--- src/rtl/serial_add_seq_pkg.sv ---
// serial_add_seq_pkg -- shared types and constants for the bit-serial adder.
//   state_t       : controller states (IDLE, RUN, DONE)
//   DEFAULT_WIDTH : default operand/result width
//   cnt_width()   : width of the bit counter for a given operand width
package serial_add_seq_pkg;

    typedef enum logic [1:0] {
        IDLE = 2'd0,
        RUN  = 2'd1,
        DONE = 2'd2
    } state_t;

    localparam int DEFAULT_WIDTH = 24;

    function automatic int cnt_width(input int w);
        return $clog2(w);
    endfunction

endpackage

--- src/rtl/Mbledhesi.sv ---
// Mbledhesi -- 1-bit full-adder cell.
//   a_i, b_i : operand bits
//   c_i      : carry in
//   s_o      : sum bit
//   c_o      : carry out
module Mbledhesi (
    input  logic a_i,
    input  logic b_i,
    input  logic c_i,
    output logic s_o,
    output logic c_o
);

    logic p;

    assign p   = a_i ^ b_i;
    assign s_o = p ^ c_i;
    assign c_o = (a_i & b_i) | (c_i & p);

endmodule

--- src/rtl/serial_add_seq.sv ---
// serial_add_seq -- bit-serial adder/subtractor, one bit per clock, LSB first.
//   Clock, Reset      : clock, synchronous active-high reset
//   Start, Sub, A, B  : request, subtract select and operands (sampled in IDLE)
//   Result            : sum/difference, built up bit by bit, valid from Done
//   COUT, Overflow    : carry out of MSB, two's-complement overflow
//   Busy, Done        : high in RUN / one-cycle pulse in DONE
//   Zero              : result-is-zero flag, only with SERIAL_ADD_SEQ_ZERO_FLAG_EN
module serial_add_seq
    import serial_add_seq_pkg::*;
#(
    parameter int WIDTH = DEFAULT_WIDTH
) (
    input  logic             Clock,
    input  logic             Reset,
    input  logic             Start,
    input  logic             Sub,
    input  logic [WIDTH-1:0] A,
    input  logic [WIDTH-1:0] B,
    output logic [WIDTH-1:0] Result,
    output logic             COUT,
    output logic             Overflow,
    output logic             Busy,
    output logic             Done
`ifdef SERIAL_ADD_SEQ_ZERO_FLAG_EN
    ,
    output logic             Zero
`endif
);

    localparam int CW = cnt_width(WIDTH);

    state_t           state_q, state_d;
    logic [WIDTH-1:0] a_q, a_d;
    logic [WIDTH-1:0] b_q, b_d;
    logic             sub_q, sub_d;
    logic             carry_q, carry_d;
    logic [CW-1:0]    cnt_q, cnt_d;
    logic [WIDTH-1:0] result_q, result_d;
    logic             cout_q, cout_d;
    logic             ovf_q, ovf_d;
    logic             cell_s, cell_co;
    logic             last_bit;

    // Subtract is A + ~B + 1: B is inverted bit-wise here, the +1 comes
    // from the carry register being preloaded with Sub.
    Mbledhesi u_cell (
        .a_i (a_q[0]),
        .b_i (b_q[0] ^ sub_q),
        .c_i (carry_q),
        .s_o (cell_s),
        .c_o (cell_co)
    );

    assign last_bit = (cnt_q == CW'(WIDTH - 1));

`ifdef SERIAL_ADD_SEQ_ZERO_FLAG_EN
    logic zero_q, zero_d;
    // Lower bits are already final when the MSB is being produced.
    always_comb begin
        zero_d = zero_q;
        if (state_q == RUN && last_bit) begin
            zero_d = ~cell_s & ~(|result_q[WIDTH-2:0]);
        end
    end

    always_ff @(posedge Clock) begin
        if (Reset) zero_q <= 1'b0;
        else       zero_q <= zero_d;
    end

    assign Zero = zero_q;
`endif

    always_comb begin
        state_d  = state_q;
        a_d      = a_q;
        b_d      = b_q;
        sub_d    = sub_q;
        carry_d  = carry_q;
        cnt_d    = cnt_q;
        result_d = result_q;
        cout_d   = cout_q;
        ovf_d    = ovf_q;
        case (state_q)
            IDLE: begin
                if (Start) begin
                    a_d     = A;
                    b_d     = B;
                    sub_d   = Sub;
                    carry_d = Sub;
                    cnt_d   = '0;
                    state_d = RUN;
                end
            end
            RUN: begin
                a_d             = a_q >> 1;
                b_d             = b_q >> 1;
                carry_d         = cell_co;
                result_d[cnt_q] = cell_s;
                cnt_d           = cnt_q + CW'(1);
                if (last_bit) begin
                    cout_d  = cell_co;
                    // carry_q is the carry into the MSB on this cycle.
                    ovf_d   = carry_q ^ cell_co;
                    state_d = DONE;
                end
            end
            DONE:    state_d = IDLE;
            default: state_d = IDLE;
        endcase
    end

    always_ff @(posedge Clock) begin
        if (Reset) begin
            state_q  <= IDLE;
            a_q      <= '0;
            b_q      <= '0;
            sub_q    <= 1'b0;
            carry_q  <= 1'b0;
            cnt_q    <= '0;
            result_q <= '0;
            cout_q   <= 1'b0;
            ovf_q    <= 1'b0;
        end else begin
            state_q  <= state_d;
            a_q      <= a_d;
            b_q      <= b_d;
            sub_q    <= sub_d;
            carry_q  <= carry_d;
            cnt_q    <= cnt_d;
            result_q <= result_d;
            cout_q   <= cout_d;
            ovf_q    <= ovf_d;
        end
    end

    always_comb begin
        Busy = 1'b0;
        Done = 1'b0;
        case (state_q)
            RUN:     Busy = 1'b1;
            DONE:    Done = 1'b1;
            default: ;
        endcase
    end

    assign Result   = result_q;
    assign COUT     = cout_q;
    assign Overflow = ovf_q;

endmodule
--- config.mk ---
export PLATFORM = sky130hd
export DESIGN_NAME = serial_add_seq
export DESIGN_NICKNAME = d
export VERILOG_FILES = /design/src/rtl/serial_add_seq_pkg.sv /design/src/rtl/Mbledhesi.sv /design/src/rtl/serial_add_seq.sv
export SDC_FILE = /design/constraint.sdc
export NUM_CORES = 1
export LEC_CHECK = 0
export BUFFER_PORTS_ARGS = -buffer_cell sky130_fd_sc_hd__buf_2
export CAP_MARGIN = 20
export CORE_MARGIN = 2
export CORE_UTILIZATION = 59
export DETAILED_ROUTE_END_ITERATION = 8
export PLACE_DENSITY = 0.81
export SETUP_SLACK_MARGIN = 0.02
export SLEW_MARGIN = 20
export SYNTH_ARGS = -nofsm -noshare
export SYNTH_HDL_FRONTEND = slang
export SYNTH_SLANG_ARGS = --single-unit
export TNS_END_PERCENT = 50
--- constraint.sdc ---
create_clock -name Clock -period 3.14 [get_ports Clock]
set_clock_uncertainty 0.05 [all_clocks]
set_input_delay 0.785 -clock Clock [delete_from_list [all_inputs] [get_ports Clock]]
set_output_delay 0.785 -clock Clock [all_outputs]
set_load 0.01 [all_outputs]
# After elaboration in Yosys (flattened, before gate mapping)
# Cells that the tools add are included.
dict set report totals {
  regBits 83
  latch_bits 0
  mem_bits_rw 0
  rom_bits 0
  output_inout_bits 28
  elab_cells 47
  memories 0
}
dict set report op_classes {
  n_addsub 1
  n_mul 0
  n_div 0
  magnitude_cmp 2
  n_eq_ne 5
  n_shift 0
  mux 16
  n_bitwise 7
  reduce_logical 7
}
# operator n
set op_table {}
lappend op_table {{case mux 24 bit (2 select lines)} 2}
lappend op_table {{two-way mux 24 bit} 2}
lappend op_table {{bitwise mux 24 bit} 1}
lappend op_table {{case mux 5 bit (2 select lines)} 1}
lappend op_table {{AND reduction 2 bit} 4}
lappend op_table {{less-than comparator 5 x 6 -> 1 bit, second input constant} 1}
lappend op_table {{adder 5 x 1 -> 5 bit, second input constant} 1}
lappend op_table {{demux 1 bit (select 5 bit)} 1}
lappend op_table {{equality test 5 bit, second input constant} 1}
lappend op_table {{>= comparator 5 x 1 -> 1 bit, second input constant} 1}
lappend op_table {{two-way mux 5 bit} 1}
lappend op_table {{two-way mux 1 bit} 4}
lappend op_table {{two-way mux 2 bit} 2}
lappend op_table {{inequality test 2 bit, second input constant} 2}
lappend op_table {{case mux 2 bit (2 select lines)} 1}
lappend op_table {{bitwise XOR 1 bit} 4}
lappend op_table {{bitwise AND 1 bit} 2}
lappend op_table {{equality test 2 x 1 -> 1 bit, second input constant} 1}
lappend op_table {{equality test 2 bit, second input constant} 1}
lappend op_table {{logical NOT 2 bit} 1}
lappend op_table {{case mux 1 bit (2 select lines)} 1}
lappend op_table {{nonzero test 2 bit} 1}
lappend op_table {{logical AND 1 bit} 1}
lappend op_table {{bitwise OR 1 bit} 1}

# Depth between registers and ports, before layout
dict set report depth {
  depth_word 5
  mapped_depth 6
  depth_no_buf 5
}

# Cells and area by module
# Synthesis repeated with hierarchy kept, for this count alone.
dict set report hier_totals {
  cells_unflattened 439
  area_unflattened_um2 3829.9
}
# mod instances cells_each area_each_um2 seq_area_each_um2
set by_module_without_submodules {}
lappend by_module_without_submodules {serial_add_seq 1 438 3809.9 1661.6}
lappend by_module_without_submodules {Mbledhesi 1 1 20.0 0.0}

# Least setup slack after synthesis
# OpenSTA, ideal clock, no wires.
dict set report synth_path {
  kind {input port to flip-flop}
  startpoint {input port Reset}
  endpoint {register a_q[8]}
  setup_time_ns 0.145
  arrival_time_ns 1.501
  setup_slack_ns 1.445
  cell_stages 3
  n_path_buf 2
  path_cell_list {clkbuf_1 clkbuf_1 a211oi_1}
}
# element line_no
set synth_rtl {}
lappend synth_rtl {{start: declaration} serial_add_seq.sv:14} ;# input logic Reset,
lappend synth_rtl {{end signal: assignment} serial_add_seq.sv:116} ;# a_q <= '0;
lappend synth_rtl {{end signal: assignment} serial_add_seq.sv:126} ;# a_q <= a_d;
lappend synth_rtl {{end: declaration} serial_add_seq.sv:33} ;# logic [WIDTH-1:0] a_q, a_d;
# No word-level cell between the ends.

# Worst setup path after layout
dict set report layout_path {
  startpoint {register state_q[1]}
  endpoint {output port Busy}
}
dict set report layout_via {
  elab_chain_cells 2
}
# element line_no
set layout_lines {}
lappend layout_lines {{start: declaration} serial_add_seq.sv:32} ;# state_t state_q, state_d;
lappend layout_lines {{start signal: assignment} serial_add_seq.sv:125} ;# state_q <= state_d;
lappend layout_lines {{equality test 2 x 1 -> 1 bit} serial_add_seq.sv:140} ;# case (state_q)
lappend layout_lines {{two-way mux 1 bit} serial_add_seq.sv:140}
lappend layout_lines {{end: declaration} serial_add_seq.sv:22} ;# output logic Busy,
# No other way between the ends.

==> reports/results.ini <==
[worst_setup_path]
path_max_fanout=50
timing.rr.start=state_q[0]
crit_chain=nand2b_4 > clkinv_2 > buf_2
rr_worst_depth=5
crit_arrival_ns=1.62
reg2reg_slack_ns=0.96
slowest_delay_ns=0.52
crit_required_ns=2.30
r2r_end=a_q[0]
slowest_stage=nand2b_4
startpoint_type=register
end_kind=primary output
critPathKind=reg -> out

[routing]
first_iter_violations=187
wl_per_cell_um=14.7
drc=0
ant_nets=0
wirelength_um=8130
vias_per_cell=5.89
first_pass_iters=4
vias=3259

[synth]
syn_nets=477
synth-compound-area-share_pct=29.5
synthSimpleGateAreaFrac_pct=15.4
yosys.area_share.adder_pct=2.17
syn_area_per_cell_um2=9.07
synth-seq-cells=83
netlist_area_um2=3800
synth_cells=419
synth_top_family_by_area=compound AO/OA/AOI/OAI gates
muxShareOfSynthArea_pct=0.263
ys_warn_count=0
synthFlopType=dfxtp_1
seq_area_frac_synth_pct=43.7
yosysMostFrequentCell=dfxtp_1
synth_edf_count=0
synth-xor-area-share_pct=0.461
synth_top_cells_by_count=83 x dfxtp_1, 72 x a21oi_1, 51 x nand2_1, 51 x nor2_1, 31 x a211oi_1
synth_area_leader_cell=dfxtp_1
synth.distinct_cells=38
synth_top_area_share_pct=43.7
ys_top_cells_by_area=dfxtp_1 44%, a21oi_1 9.5%, a311oi_1 6.2%
async_reset_ff_share_pct=0

[worst_hold_path]
hold_path_depth=2
worstHoldStart=b_q[7]
worstHoldEndpoint=b_q[6]
worstHoldPathType=reg -> reg

[floorplanning]
rows=29
die_area_um2=7100
die_h_um=84.3
core_region_area_um2=6280
start_util_pct=60.6
die_w_um=84.3
io_pins=80

[grt]
grt_overflow_total=0
grt_use_total_pct=23.8
grt_start_max_net_pins=54
grt_pass1_vias=3084
antenna_found_initial=0
grt_pass1_wl_um=13800

[sta]
rsz0062_at_grt=false
fin_ws_ns=0.684
min_period_over_period_pct=78.2
timing.fmax_mhz=407
setup_tns_ns=0
min_period_ns=2.46
fin_hold_ws_ns=0.433
setup_violations=0
timing_worst_slew_pin_value_ns=0.890
timing.final.hold_violations=0
final-max-slew-violation-count=0
relSlewSlack_pct=40.6

[cells_and_area]
diodes=0
drive_above_1_share_pct=26.3
layout.nets=529
nFillCells=522
syn_to_final_growth_pct=11.8

[pwr]
pwr-share-comb_pct=13.4
intPower_w=0.00167
power.ir.vdd_worst_mv=0.329
powerDensity_nw_per_um2=534
switching_share_pct=26.3
p_leak_nw=1.76
seqPwrFrac_pct=50.7
p_switching_w=0.000596
pwr-share-clk_pct=35.9

[outcome]
status=complete, no violations

[clock_network]
clk_latency_ns=0.35
cts-root-buf=clkbuf_8
holdBufCountCts=0
post_cts_buffers=0
cts_tree=built
cts_inserted_buffers=9
htree_levels=3
cts_buffer_depth=2
clock-sinks=83
clk_pin_slew_ns=0.08
cts_resized=0

[place]
io_buffers=79
post-dp-hpwl_um=5090
routabilityCongestion=0.726
dp_slack_ns=0.971

[run]
cap_viol_max_count=0

-- per-stage QoR --
stage / utilization (%) / instance area (µm²) / instances / total power (W)
final: 67.7 / 4250 / 553 / 0.00227
after detailed placement: 64.3 / 4040 / 537 / 0.00148
after floorplan: - / 3800 / 419 / 0.00141
after CTS: 67.7 / 4250 / 553 / 0.00229
after global placement: 64.3 / 4040 / 537 / 0.00147
after global routing: 67.7 / 4250 / 553 / 0.00237
-- placed cells by master, fill, tap and decap left out, drive strengths merged, types with 2 or more instances in the layout --
cell type	n
nand3	4
clkbuf	11
nand2	51
inv	5
a22oi	3
a311oi	27
or3	2
buf	83
nor2	51
dfxtp	83
nor3b	4
clkinv	3
bufinv	2
ha	5
a211oi	46
and3b	6
a21oi	72
a31oi	2
nor3	2
-- power groups by stage --
stage / registers (W) / clock network (W) / logic, W
after floorplan: 0.00116 / 0 / 0.000245
final: 0.00115 / 0.000815 / 0.000304
after global placement: 0.00117 / 0 / 0.000295
after detailed placement: 0.00117 / 0 / 0.000303
after global routing: 0.00116 / 0.000874 / 0.000342
after CTS: 0.00115 / 0.000832 / 0.000305
-- flip-flops by register name, summed over array words and instances (netlist names) --
| name | flops |
|---|---|
| cnt_q | 5 |
| COUT | 1 |
| Overflow | 1 |
| a_q | 24 |
| state_q | 2 |
| carry_q | 1 |
| b_q | 24 |
| sub_q | 1 |
| Result | 24 |
-- critical path: cells and delay by family (launching register included) --
| kind | cells | cell delay [ns] |
|---|---|---|
| buf+inv | 2 | 0.27 |
| flops | 1 | 0.48 |
| simple gates | 1 | 0.52 |
-- cell type report --
class / count / area (µm²) / area share (%)
Multi-Input combinational cell: 288 / 1820 / 42.8
Clock buffer: 11 / 131 / 3.09
Timing Repair Buffer: 83 / 438 / 10.3
Clock inverter: 5 / 77.6 / 1.83
Inverter: 6 / 23.8 / 0.560
Sequential cell: 83 / 1660 / 39.1
Tap cell: 77 / 96.3 / 2.27
-- metal layers --
layer,up-vias,routed length [µm],track usage (%)
met5,-,0,0
met4,0,72,7.48
met3,6,457,5.51
met2,91,3990,40.8
met1,1541,3610,29.6
li1,1621,-,-
-- how the worst max path moves through the flow --
| stage | start | end | slack [ns] | cells after the start |
|---|---|---|---|---|
| final | state_q[1] | Busy | 0.68 | 3 |
| after global routing | state_q[1] | Busy | 0.49 | 3 |
| after CTS | state_q[1] | Busy | 0.64 | 3 |
| after detailed placement | state_q[0] | a_q[0] | 0.97 | 5 |
| after global placement | state_q[0] | b_q[22] | 1.08 | 5 |
| after floorplan | Reset | a_q[8] | 1.44 | 3 |
-- kinds of logic after synthesis --
kind of cell               Yosys count
AOI/OAI and AO/OA                  156
xor gates and xnor gates             2
adders and majority gates            6
buffers and inverters               48
DFF                                 83
muxes                                1
and+or+nand+nor                    123
(Power assumes the default switching activity.)
